### config.mk
export PLATFORM = sky130hd
export DESIGN_NAME = mem_bus_arbiter
export DESIGN_NICKNAME = d
export VERILOG_FILES = /design/src/rtl/mem_bus_arbiter.sv
export SDC_FILE = /design/constraint.sdc
export NUM_CORES = 1
export LEC_CHECK = 0
export BUFFER_PORTS_ARGS = -buffer_cell sky130_fd_sc_hd__buf_4
export CORE_AREA = 4 4 93 95
export DETAILED_ROUTE_END_ITERATION = 6
export DIE_AREA = 0 0 97 99
export PLACE_DENSITY = 0.57
export SLEW_MARGIN = 20
export SYNTH_ARGS = -nofsm -noshare
export SYNTH_HDL_FRONTEND = slang
export SYNTH_SLANG_ARGS = --single-unit
### constraint.sdc
create_clock -name clk -period 4.8 [get_ports clk]
set_input_delay 0.24 -clock clk [delete_from_list [all_inputs] [get_ports clk]]
set_output_delay 0.24 -clock clk [all_outputs]
set_load 0.01 [all_outputs]
### src/rtl/mem_bus_arbiter.sv
`default_nettype none
// ============================================================================
// Module  : mem_bus_arbiter
// Brief   : Shares one memory bus between CPU port C and block engine port D.
// Revision: 1.0
// ============================================================================
module mem_bus_arbiter #(
  parameter int ADDR_W    = 11,
  parameter int RD_LAT    = 1,
  parameter int MAX_WAIT  = 8,
  parameter int BURST_MAX = 16
) (
  input  logic              clk,
  input  logic              rst_n,
  input  logic              c_req_i,
  input  logic [3:0]        c_we_i,
  input  logic [ADDR_W-1:0] c_addr_i,
  input  logic [31:0]       c_wdata_i,
  output logic              c_gnt_o,
  output logic              c_stall_o,
  output logic              c_rvalid_o,
  output logic [31:0]       c_rdata_o,
  input  logic              d_req_i,
  input  logic              d_lock_i,
  input  logic [3:0]        d_we_i,
  input  logic [ADDR_W-1:0] d_addr_i,
  input  logic [31:0]       d_wdata_i,
  output logic              d_gnt_o,
  output logic              d_rvalid_o,
  output logic [31:0]       d_rdata_o,
  output logic              mem_en_o,
  output logic [3:0]        mem_we_o,
  output logic [ADDR_W-1:0] mem_addr_o,
  output logic [31:0]       mem_wdata_o,
  input  logic [31:0]       mem_rdata_i
);

  localparam int c_WAIT_W = $clog2(MAX_WAIT + 1);
  localparam int c_BEAT_W = $clog2(BURST_MAX + 1);

  typedef enum logic [0:0] {
    ST_ARB   = 1'b0,
    ST_BURST = 1'b1
  } state_e;

  state_e              state_q;
  logic [c_WAIT_W-1:0] wait_q, wait_d;
  logic [c_BEAT_W-1:0] beat_q;
  logic [c_BEAT_W-1:0] w_beat_inc;
  logic [RD_LAT-1:0]   vld_q, own_q;

  logic w_starve, w_c_gnt, w_d_gnt, w_push;

  assign w_starve   = d_req_i & (wait_q == c_WAIT_W'(MAX_WAIT));
  assign w_beat_inc = beat_q + c_BEAT_W'(1);

  always_comb begin
    w_c_gnt = 1'b0;
    w_d_gnt = 1'b0;
    if (state_q == ST_BURST) begin
      w_d_gnt = d_req_i;
    end else begin
      w_c_gnt = c_req_i & ~w_starve;
      w_d_gnt = ~w_c_gnt & d_req_i;
    end
  end

  always_comb begin
    wait_d = wait_q;
    if (w_d_gnt || !d_req_i) begin
      wait_d = '0;
    end else if (wait_q != c_WAIT_W'(MAX_WAIT)) begin
      wait_d = wait_q + c_WAIT_W'(1);
    end
  end

  always_ff @(posedge clk or negedge rst_n) begin
    if (!rst_n) begin
      state_q <= ST_ARB;
      beat_q  <= '0;
      wait_q  <= '0;
    end else begin
      wait_q <= wait_d;
      case (state_q)
        ST_ARB: begin
          if (w_d_gnt && d_lock_i && (BURST_MAX > 1)) begin
            state_q <= ST_BURST;
            beat_q  <= c_BEAT_W'(1);
          end
        end
        ST_BURST: begin
          if (w_d_gnt) begin
            beat_q <= w_beat_inc;
          end
          // The beat that reaches the limit is still granted; the bus is released after it.
          if (!d_lock_i || !d_req_i || (w_d_gnt && (w_beat_inc == c_BEAT_W'(BURST_MAX)))) begin
            state_q <= ST_ARB;
            beat_q  <= '0;
          end
        end
        default: begin
          state_q <= ST_ARB;
          beat_q  <= '0;
        end
      endcase
    end
  end

  assign w_push = (w_c_gnt & (c_we_i == 4'b0000)) | (w_d_gnt & (d_we_i == 4'b0000));

  always_ff @(posedge clk or negedge rst_n) begin
    if (!rst_n) begin
      vld_q <= '0;
      own_q <= '0;
    end else begin
      vld_q[0] <= w_push;
      own_q[0] <= w_d_gnt;
      for (int i = 1; i < RD_LAT; i++) begin
        vld_q[i] <= vld_q[i-1];
        own_q[i] <= own_q[i-1];
      end
    end
  end

  // Outputs are forced low while reset is held, independent of requester inputs.
  assign c_gnt_o    = rst_n & w_c_gnt;
  assign d_gnt_o    = rst_n & w_d_gnt;
  assign c_stall_o  = rst_n & c_req_i & ~w_c_gnt;
  assign c_rvalid_o = vld_q[RD_LAT-1] & ~own_q[RD_LAT-1];
  assign d_rvalid_o = vld_q[RD_LAT-1] &  own_q[RD_LAT-1];
  assign c_rdata_o  = rst_n ? mem_rdata_i : 32'h0;
  assign d_rdata_o  = rst_n ? mem_rdata_i : 32'h0;

  always_comb begin
    mem_en_o    = 1'b0;
    mem_we_o    = 4'b0000;
    mem_addr_o  = '0;
    mem_wdata_o = 32'h0;
    if (c_gnt_o) begin
      mem_en_o    = 1'b1;
      mem_we_o    = c_we_i;
      mem_addr_o  = c_addr_i;
      mem_wdata_o = c_wdata_i;
    end else if (d_gnt_o) begin
      mem_en_o    = 1'b1;
      mem_we_o    = d_we_i;
      mem_addr_o  = d_addr_i;
      mem_wdata_o = d_wdata_i;
    end
  end

endmodule
`default_nettype wire

# Yosys cells after proc, flatten, opt, wreduce, memory -nomap -nowiden
# Cells that the tools add are included.
[totals]
reg_bits = 12
[op_classes]
addsub = 2
n_eq_ne = 5
n_mux = 20
n_bitwise = 17
reduce_logical = 11
[ops]
columns = ["cell", "count"]
rows = [
  ["2-to-1 mux 32 bit", 3],
  ["2-to-1 mux 11 bit", 2],
  ["2-to-1 mux 4 bit", 4],
  ["2-to-1 mux 5 bit", 3],
  ["bitwise AND 1 bit", 11],
  ["case mux 5 bit (2 select lines)", 1],
  ["logical NOT 4 bit", 2],
  ["2-to-1 mux 1 bit", 6],
  ["adder 5 x 1 -> 5 bit (second input constant)", 1],
  ["== test 5 bit (second input constant)", 1],
  ["NOT 1 bit", 5],
  ["adder 4 x 1 -> 4 bit (second input constant)", 1],
  ["== test 4 bit (second input constant)", 1],
  ["inequality test 4 bit (second input constant)", 1],
  ["logical OR 1 bit", 3],
  ["inequality test 3 x 1 -> 1 bit (second input constant)", 1],
  ["logical AND 1 bit", 2],
  ["logical NOT 1 bit", 2],
  ["inequality test 2 bit (second input constant)", 1],
  ["case mux 1 bit (2 select lines)", 1],
  ["AND reduction 2 bit", 1],
  ["nonzero test 2 bit", 1],
  ["bitwise OR 1 bit", 1],
]

# Depth between registers and ports, before layout
# Gate-level depths: netlist of run 1.
[logic_depth]
word_depth = 11
mapped_depth = 10
mapped_depth_nobuf = 6

# Least setup slack after synthesis of run 1
# Ideal clock, no wire load.
[synth_path]
path_kind = "register to output"
startpoint = "register wait_q[0]"
endpoint = "output port mem_wdata_o[17]"
t_arrival_ns = 1.857
t_required_ns = 4.560
path_slack_ns = 2.703
path_stages_with_launch = 11
path_buffers = 4
path_cell_list = "dfrtp_1 > inv_1 > ha_1 > and4b_1 > or2_1 > buf_6 > and3_4 > buf_6 > buf_6 > buf_6 > a22o_1"
[synth_via]
elab_chain_cells = 10
elab_cells_between_ends = 12
cone_classes = "eq/ne: 1; mux: 4; bitwise: 7"
[synth_lines]
columns = ["item", "line", "rtl"]
rows = [
  ["from (decl)", "47", "logic [c_WAIT_W-1:0] wait_q, wait_d;"],
  ["from (signal assigned)", "83", "wait_q <= wait_d;"],
  ["== test 4 bit *", "54", "assign w_starve = d_req_i & (wait_q == c_WAIT_W'(MAX_WAIT));"],
  ["bitwise AND 1 bit *", "54", ""],
  ["NOT 1 bit *", "63", "w_c_gnt = c_req_i & ~w_starve;"],
  ["bitwise AND 1 bit *", "63", ""],
  ["NOT 1 bit", "64", "w_d_gnt = ~w_c_gnt & d_req_i;"],
  ["bitwise AND 1 bit", "64", ""],
  ["2-to-1 mux 1 bit", "60", "if (state_q == ST_BURST) begin"],
  ["bitwise AND 1 bit", "127", "assign d_gnt_o = rst_n & w_d_gnt;"],
  ["2-to-1 mux 32 bit", "144", "end else if (d_gnt_o) begin"],
  ["2-to-1 mux 32 bit *", "139", "if (c_gnt_o) begin"],
  ["to (decl)", "34", "output logic [31:0] mem_wdata_o,"],
]
# Every way passes the cells marked *; elsewhere a longest branch is shown, timed or not.

# Worst setup path in the final report of run 1
[layout_path]
startpoint = "register wait_q[0]"
endpoint = "output port mem_addr_o[5]"
[layout_via]
elab_chain_cells = 10
elab_cells_between_ends = 12
cone_classes = "eq/ne: 1; mux: 4; bitwise: 7"
[layout_lines]
columns = ["item", "line", "rtl"]
rows = [
  ["== test 4 bit *", "54", ""],
  ["bitwise AND 1 bit *", "54", ""],
  ["NOT 1 bit *", "63", ""],
  ["bitwise AND 1 bit *", "63", ""],
  ["NOT 1 bit", "64", ""],
  ["bitwise AND 1 bit", "64", ""],
  ["2-to-1 mux 1 bit", "60", ""],
  ["bitwise AND 1 bit", "127", ""],
  ["2-to-1 mux 11 bit", "144", ""],
  ["2-to-1 mux 11 bit *", "139", ""],
  ["to (decl)", "33", "output logic [ADDR_W-1:0] mem_addr_o,"],
]
# Marks and branches as above.

==> qor.csv, run 1 <==
stage,metric,value,unit
floorplanning,I/O pin total,248,
job,Max-cap violations,0,
drt,vias per cell,4.36,
grt,initial antenna violation count,0,
drt,Via Count,2194,
clock_tree,CTS buffer count,3,
floorplanning,Core Area,7730,sq um
logic_synthesis,cell accounting for the most synthesized area,a22o_1,
logic_synthesis,Syn. warnings,0,
clock_tree,Max Buffers Root-to-Sink,2,
finish,design area,3340,sq um
clock_tree,post-CTS resize count,0,
critical_path,CP Data Required Time,4.56,ns
logic_synthesis,Syn Std Cell Area,1620,sq um
finish,sequential standard cell area,300,sq um
drt,DRC Markers,0,
timing,clk_skew,0.00369,ns
logic_synthesis,Avg Synthesized Cell Area,8.24,sq um
grt,largest net degree at the start of global routing,50,
floorplanning,Die H,99,microns
finish,fillcell total,769,
timing,final number of max-transition violations,0,
critical_path,Slowest cell on crit path,and3_4,
timing,Tcrit/Tclk final,51.8,%
floorplanning,Starting Density,21.0,%
timing,Final TNS setup,0,ns
finish,number of diodes,0,
power,Peak VDD IR,0.0000759,V
logic_synthesis,Synth top area share,25.4,%
outcome,outcome,finished clean,
floorplanning,row count,32,
clock_tree,clock sink count,12,
timing,"Setup violations, final",0,
finish,Layout area overhead,106,%
place,IO Port Bufs,247,
drt,Initial DRC Count,84,
place,GPL Wtd Cong,0.883,
grt,vias in the first global route,2234,
timing,worst rel slew slack,65.4,%
critical_path,Worst setup EP type,output port,
floorplanning,DIE AREA,9600,sq um
timing,final setup margin,2.31,ns
timing,Final Hold Fails,0,
power,Power per Cell Area,150,nW/um^2
logic_synthesis,post-synthesis sequential area ratio,18.5,%
timing,Fmax achieved,0.402,GHz
critical_path,Worst EP arrival,2.25,ns
grt,total grt overflow,0,
drt,total routed wirelength,7760,microns
finish,share of cells above drive strength 1,63.6,%
timing,Worst-Margin Slew,0.519,ns
drt,post-route ant nets,0,
place,Placement Cell Area,3270,sq um
clock_tree,post-CTS setup repair buffer count,0,
critical_path,Critical Path Source,wait_q[0],
min_path,HP Class,primary input to flop,
finish,"commonest non-fill, non-tap cells in the layout","buf_4, a22o_1, and2_1",
clock_tree,CTS tree,yes,
finish,"Net count, final",537,
clock_tree,hold buffer count at CTS,1,
timing,RSZ-0062 raised after global routing,no,
critical_path,startpoint type of the worst setup path,flop,
critical_path,critical-path cell list,inv_1 > ha_1 > and4b_1 > or2_1 > and3_4 > a22o_1 > buf_4,
finish,Multi-input gate area,975,sq um
place,Placement Setup Slack,2.57,ns
critical_path,critical path's largest stage delay,0.56,ns
clock_tree,H-Tree Depth,1,
place,DPL Wire Length,6630,microns
critical_path,CP max FO,49,
drt,Detailed Routing Iterations Pass 1,4,
critical_path,WS Path Type,flop to output port,
logic_synthesis,post-synthesis register bit count,12,
finish,"most common cell after layout, fill and taps aside",buf_4,
grt,first-pass GRT wire length,11400,microns
clock_tree,Skew-Pair Late Insertion Delay,0.24,ns
timing,Period minus WS final,2.49,ns
logic_synthesis,synth top area cells,"a22o_1, dfrtp_1, buf_4",
power,LEAKAGE,1.83,nW
grt,Total GRT Usage,14.5,%
critical_path,worst reg2reg startpoint,beat_q[0],
drt,drt wl/cell,15.4,microns
logic_synthesis,Syn Nets,332,
min_path,hold_sp,d_lock_i,
clock_tree,Root Driver,clkbuf_8,
clock_tree,Clock Pin Slew Worst Setup and Hold Paths,0.05,ns
logic_synthesis,Cells after Synth,197,
floorplanning,die extent in x,97,microns
logic_synthesis,count of cell types in the netlist,33,
sequential cells by signal, summed over array words and instances, names as in the netlist:
| register | count |
|---|---|
| beat_q | 5 |
| wait_q | 4 |
| own_q | 1 |
| state_q | 1 |
| vld_q | 1 |
kinds of logic (layout without fill, tap and decap cells):
logic type      count (synthesis)  count (layout)  share of synthesized area, %
flops                          12              12                          18.5
compound gates                 60              60                          30.4
simple gates                   65              65                          23.9
fa+ha+maj                       4               4                          3.08
buf+inv                        51             255                          21.4
xor+xnor                        5               5                          2.70
synthesized netlist by cell type (all sizes together):
cell,number
o31ai,1
a21bo,1
and2,36
o21ai,6
a22o,47
inv,2
nor2b,1
a21o,1
nand3,6
a21oi,1
clkbuf,8
or3,1
nor4,1
nor2,4
nand2,5
buf,41
and4b,1
ha,4
or4,1
xnor2,2
nand2b,1
nand4,2
dfrtp,12
and3,3
nand3b,1
xor2,3
a211oi,2
or2,2
a31oi,1
layer usage:
layer	part of all wire, %	track usage (%)	vias up
met5	0	0	-
met4	1.9	4.32	0
met3	11	5.31	12
met2	53	27.3	150
met1	34	15.0	944
li1	-	-	1088
where the power goes:
group	total, mW	leakage, nW	switching, mW	internal (mW)
logic	0.277	1.64	0.109	0.168
registers	0.115	0.161	0.00821	0.107
clock network	0.110	0.0288	0.0377	0.0724
total	0.502	1.83	0.155	0.347
final timing paths:
path | endpoint | slack [ns] | cells past startpoint
worst max-delay path | mem_addr_o[5] | 2.31 | 7
worst min-delay path | state_q | 0.28 | 3
min in group asynchronous | beat_q[3] | 0.47 | 2
worst max register to register | beat_q[1] | 2.96 | 4
worst min register to register | wait_q[0] | 0.49 | 1
max in group asynchronous | own_q | 4.05 | 2
per-stage QoR:
| stage | utilization (%) | hold slack (ns) | cells | power [mW] |
|---|---|---|---|---|
| floorplan | - | -0.0556 | 197 | 0.237 |
| global route | 43.2 | 0.279 | 503 | 0.538 |
| CTS | 43.2 | 0.273 | 503 | 0.511 |
| finish | 43.2 | 0.282 | 503 | 0.502 |
| global placement | 42.3 | 0.195 | 498 | 0.395 |
| detailed placement | 42.3 | 0.196 | 498 | 0.396 |
area by class of cell:
cell class	count	share of cell area [%]
Multi-Input combinational cell	134	29.2
Tap cell	102	3.82
Timing Repair Buffer	249	56.1
Sequential cell	12	9.00
Inverter	2	0.225
Clock buffer	4	1.65
critical path: cells and delay by family (launching register included):
family / cells / cell delay (ns)
and+or+nand+nor: 3 / 1.02
DFF: 1 / 0.40
AOI/OAI and AO/OA: 1 / 0.23
buffers and inverters: 2 / 0.21
adders and majority gates: 1 / 0.14
Power figures use the tool's default switching activity.
==> inputs of run 2 (changes only) <==
==> constraint.sdc (replaced) <==
create_clock -name clk -period 2.3 [get_ports clk]
set_input_delay 0.115 -clock clk [delete_from_list [all_inputs] [get_ports clk]]
set_output_delay 0.115 -clock clk [all_outputs]
set_load 0.01 [all_outputs]
==> qor.csv, run 2 (synthesis gave the netlist of run 1 again) <==
stage,metric,value,unit
outcome,outcome,finished clean,
timing,"Setup violations, final",0,
grt,total grt overflow,0,
drt,Via Count,2317,
job,Max-cap violations,0,
critical_path,CP max FO,12,
clock_tree,CTS tree,yes,
timing,clk_skew,0.00250,ns
floorplanning,I/O pin total,248,
clock_tree,Clock Pin Slew Worst Setup and Hold Paths,0.05,ns
timing,Tcrit/Tclk final,93.3,%
floorplanning,Core Area,7730,sq um
finish,"commonest non-fill, non-tap cells in the layout","buf_4, a22o_1, and2_1",
finish,fin cells,506,
clock_tree,Skew-Pair Late Insertion Delay,0.24,ns
timing,Fin Hold WS,0.162,ns
floorplanning,die extent in x,97,microns
finish,share of cells above drive strength 1,64.4,%
timing,Period minus WS final,2.14,ns
critical_path,Worst EP arrival,2.03,ns
place,IO Port Bufs,247,
finish,"Core Util, Final",43.8,%
drt,vias per cell,4.58,
floorplanning,row count,32,
power,Power per Cell Area,301,nW/um^2
drt,Detailed Routing Iterations Pass 1,4,
finish,"Net count, final",541,
critical_path,Worst setup EP type,output port,
floorplanning,Starting Density,21.0,%
clock_tree,post-CTS setup repair buffer count,0,
critical_path,startpoint type of the worst setup path,flop,
grt,largest net degree at the start of global routing,50,
finish,number of diodes,0,
timing,Final Hold Fails,0,
grt,initial antenna violation count,0,
timing,Worst-Margin Slew,0.577,ns
timing,RSZ-0062 raised after global routing,no,
drt,DRC Markers,0,
drt,post-route ant nets,0,
timing,Final TNS setup,0,ns
drt,Initial DRC Count,65,
grt,first-pass GRT wire length,12100,microns
finish,Layout area overhead,108,%
critical_path,CP Data Required Time,2.18,ns
place,GPL Wtd Cong,0.845,
clock_tree,Max Buffers Root-to-Sink,2,
min_path,HP Class,primary input to flop,
timing,final setup margin,0.155,ns
timing,Fmax achieved,0.466,GHz
grt,Total GRT Usage,15.3,%
drt,total routed wirelength,8130,microns
finish,"most common cell after layout, fill and taps aside",buf_4,
place,Placement Setup Slack,0.199,ns
critical_path,WS Path Type,flop to output port,
floorplanning,DIE AREA,9600,sq um
clock_tree,Root Driver,clkbuf_8,
power,LEAKAGE,1.84,nW
drt,drt wl/cell,16.1,microns
floorplanning,Die H,99,microns
finish,Top reg by flops,beat_q,
finish,Top Registers,"beat_q: 5 flops, wait_q: 4 flops",
timing,worst rel slew slack,61.3,%
place,Placement Cell Area,3290,sq um
place,# placed instances,499,
clock_tree,CTS buffer count,3,
clock_tree,H-Tree Depth,1,
timing,final number of max-transition violations,0,
place,DPL Wire Length,6670,microns
finish,max FFs per register,5,
power,Peak VDD IR,0.000131,V
grt,vias in the first global route,2373,
finish,design area,3380,sq um
clock_tree,clock sink count,12,
power,Pwr Total,1.02,mW
[run 2: cell types whose count changed in the layout (fill, tap and decap cells not counted)]
cell | before | now
and3_4 | 1 | 4
buf_12 | 0 | 1
clkbuf_8 | 4 | 3
nor2_1 | 4 | 3
nor2_2 | 0 | 1
or2_1 | 1 | 0
or2_4 | 0 | 1
[run 2: final timing paths]
check	slack, ns	start	to	depth (start not counted)
setup reg to reg	0.41	beat_q[0]	beat_q[1]	4
hold / removal	0.16	d_lock_i	state_q	3
hold reg to reg	0.48	wait_q[0]	wait_q[0]	1
max in group asynchronous	1.53	rst_n	vld_q	3
min in group asynchronous	0.24	rst_n	state_q	2
setup / recovery	0.16	wait_q[0]	mem_en_o	7
[run 2: cell type report]
cell class                 count  area, sq um
clock buffer                   3         41.3
fill                         766         4350
inverter                       2         7.51
multi-input combinational    137         1010
sequential                    12          300
tap                          102          128
timing repair buffer         250         1890
[run 2: layer usage]
layer,up-vias,track usage [%],part of all wire [%]
met5,-,0,0
met4,0,4.21,1.9
met3,14,5.66,10
met2,155,29.3,53
met1,1044,15.6,34
li1,1104,-,-
[run 2: worst max-delay path, stage by stage (launching register included)]
cell and delay [ns]:
dfrtp_1 0.38, inv_1 0.05, ha_1 0.18, and4b_1 0.24, or2_4 0.29, and3_4 0.22, or2_2 0.28, buf_4 0.14
[run 2: report_power, final]
part           internal [mW]  switching (mW)  total (mW)
clock                  0.115          0.0699       0.185
sequential             0.223          0.0165       0.240
combinational          0.359           0.236       0.595
[run 2: timing repair]
| item | in CTS | in global routing |
|---|---|---|
| hold endpoints to repair | 12 | 0 |
| hold buffers | 1 | 0 |
| resized for setup | 1 | 4 |
| pin swaps | 0 | 2 |
| setup endpoints to repair | 48 | 48 |
| cloned | 1 | 2 |
==> inputs of run 3 (changes only) <==
--- a/config.mk
+++ b/config.mk
@@ -9,7 +9,8 @@
 export CORE_AREA = 4 4 93 95
 export DETAILED_ROUTE_END_ITERATION = 6
 export DIE_AREA = 0 0 97 99
-export PLACE_DENSITY = 0.57
+export PLACE_DENSITY = 0.65
+export REMOVE_ABC_BUFFERS = 1
 export SLEW_MARGIN = 20
 export SYNTH_ARGS = -nofsm -noshare
 export SYNTH_HDL_FRONTEND = slang
==> qor.csv, run 3 (synthesis gave the netlist of run 1 again) <==
stage,metric,value,unit
outcome,outcome,finished clean,
critical_path,WS Path Type,flop to output port,
min_path,hold_sp,d_lock_i,
grt,total grt overflow,0,
grt,vias in the first global route,2415,
min_path,hold depth,3,
floorplanning,row count,32,
min_path,hold endpoint,state_q,
place,Placement Setup Slack,0.134,ns
clock_tree,CTS buffer count,3,
critical_path,WP buf/inv,3,
finish,Layout area overhead,113,%
floorplanning,Starting Density,21.0,%
critical_path,critical-path cell list,inv_1 > ha_1 > and4b_1 > nor2_2 > and2_4 > buf_4 > a22o_1 > buf_4,
clock_tree,H-Tree Depth,1,
critical_path,CP top delay family,simple AND/OR/NAND/NOR gates,
drt,Initial DRC Count,55,
critical_path,Slowest cell on crit path,dfrtp_1,
grt,initial antenna violation count,0,
critical_path,startpoint type of the worst setup path,flop,
finish,Top Registers,"beat_q: 5 flops, wait_q: 4 flops",
critical_path,Worst setup EP type,output port,
clock_tree,clock sink count,12,
timing,worst rel slew slack,66.0,%
timing,Fmax achieved,0.452,GHz
grt,Total GRT Usage,18.3,%
power,Logic pwr share,56.8,%
timing,Final TNS setup,0,ns
critical_path,Worst EP arrival,2.10,ns
drt,total routed wirelength,9710,microns
timing,Period minus WS final,2.21,ns
power,Pwr Total,1.10,mW
floorplanning,Core Area,7730,sq um
finish,share of cells above drive strength 1,65.5,%
place,IO Port Bufs,247,
finish,"commonest non-fill, non-tap cells in the layout","buf_4, a22o_1, and2_1",
finish,max FFs per register,5,
power,clock network power share,21.4,%
timing,final number of max-transition violations,0,
floorplanning,DIE AREA,9600,sq um
finish,design area,3450,sq um
place,Placement Cell Area,3330,sq um
timing,Tcrit/Tclk final,96.2,%
clock_tree,CTS tree,yes,
timing,clk_skew,0.00668,ns
critical_path,CP max FO,6,
critical_path,worst reg2reg startpoint,beat_q[0],
finish,Top reg by flops,beat_q,
floorplanning,die extent in x,97,microns
finish,fin cells,516,
place,# placed instances,506,
clock_tree,Skew-Pair Late Insertion Delay,0.25,ns
power,internal cell power,0.742,mW
job,Max-cap violations,0,
finish,"Core Util, Final",44.7,%
critical_path,crit-path most repeated cell,buf_4,
critical_path,R2R setup slack,0.42,ns
timing,final setup margin,0.0874,ns
drt,vias per cell,4.55,
power,Net Sw Power,0.358,mW
floorplanning,Die H,99,microns
critical_path,CP Data Required Time,2.18,ns
finish,number of diodes,0,
timing,Worst-Margin Slew,0.507,ns
drt,drt wl/cell,18.8,microns
power,Peak VDD IR,0.000139,V
power,Power per Cell Area,319,nW/um^2
grt,first-pass GRT wire length,13800,microns
finish,"most common cell after layout, fill and taps aside",buf_4,
drt,Detailed Routing Iterations Pass 1,4,
place,DPL Wire Length,8020,microns
min_path,HP Class,primary input to flop,
timing,RSZ-0062 raised after global routing,yes,
power,Flop pwr share,21.8,%
clock_tree,Clock Pin Slew Worst Setup and Hold Paths,0.06,ns
critical_path,critical path's largest stage delay,0.39,ns
clock_tree,Max Buffers Root-to-Sink,2,
critical_path,reg2reg end,beat_q[1],
power,sw frac,32.6,%
drt,Via Count,2347,
floorplanning,I/O pin total,248,
timing,Fin Hold WS,0.142,ns
grt,largest net degree at the start of global routing,42,
timing,Final Hold Fails,0,
timing,"Setup violations, final",0,
critical_path,worst-case reg-to-reg path depth,4,
place,GPL Wtd Cong,0.814,
drt,post-route ant nets,0,
clock_tree,post-CTS setup repair buffer count,0,
drt,DRC Markers,0,
power,LEAKAGE,1.89,nW
clock_tree,Root Driver,clkbuf_8,
finish,"Net count, final",550,
==> run 3: cell count changes in the layout (fill, tap and decap cells not counted), sizes merged <==
| cell | before | now |
|---|---|---|
| buf | 249 | 256 |
| clkbuf | 3 | 4 |
| and2 | 36 | 38 |
==> run 3: what timing repair did <==
action	CTS	global route
resized for setup	3	3
hold buffers	1	0
endpoints found under the hold margin	12	0
cloned	3	2
pin swaps	1	1
setup endpoints to repair	48	34
==> run 3: how the worst max path moves through the flow <==
stage	start	to	slack, ns	cells past startpoint
5_1_grt	wait_q[0]	mem_addr_o[0]	-0.02	8
6_report	wait_q[0]	mem_addr_o[0]	0.09	8
3_3_place_gp	wait_q[0]	mem_wdata_o[16]	0.19	8
4_1_cts	wait_q[0]	mem_addr_o[0]	0.01	8
2_1_floorplan	wait_q[0]	mem_addr_o[0]	-0.03	6
3_5_place_dp	wait_q[0]	mem_wdata_o[16]	0.13	8
==> run 3: worst min-delay path: cells and delay by family <==
family | cells | cell delay [ns]
AND/OR/NAND/NOR | 1 | 0.07
buffers and inverters | 1 | 0.13
AO/OA/AOI/OAI | 1 | 0.04
==> run 3: layout make-up <==
cell class / count / area [sq um]
well taps: 102 / 128
repair buffers: 257 / 1930
flip-flops and latches: 12 / 300
multi-input cells: 139 / 1030
fillers: 756 / 4270
inverters: 2 / 7.51
clock buffers: 4 / 55.1
==> run 3: per-layer routing <==
layer | routed length, microns | global-route usage, %
met5 | 0 | 0
met3 | 1150 | 8.78
met2 | 5440 | 37.0
met4 | 87 | 2.48
met1 | 3040 | 16.7
==> run 3: power by group through the flow <==
stage	logic [mW]	registers [mW]	clock network, mW
detailed placement	0.613	0.243	0
floorplan	0.196	0.239	0
global route	0.671	0.241	0.250
finish	0.626	0.240	0.235
global placement	0.608	0.243	0
CTS	0.626	0.239	0.240
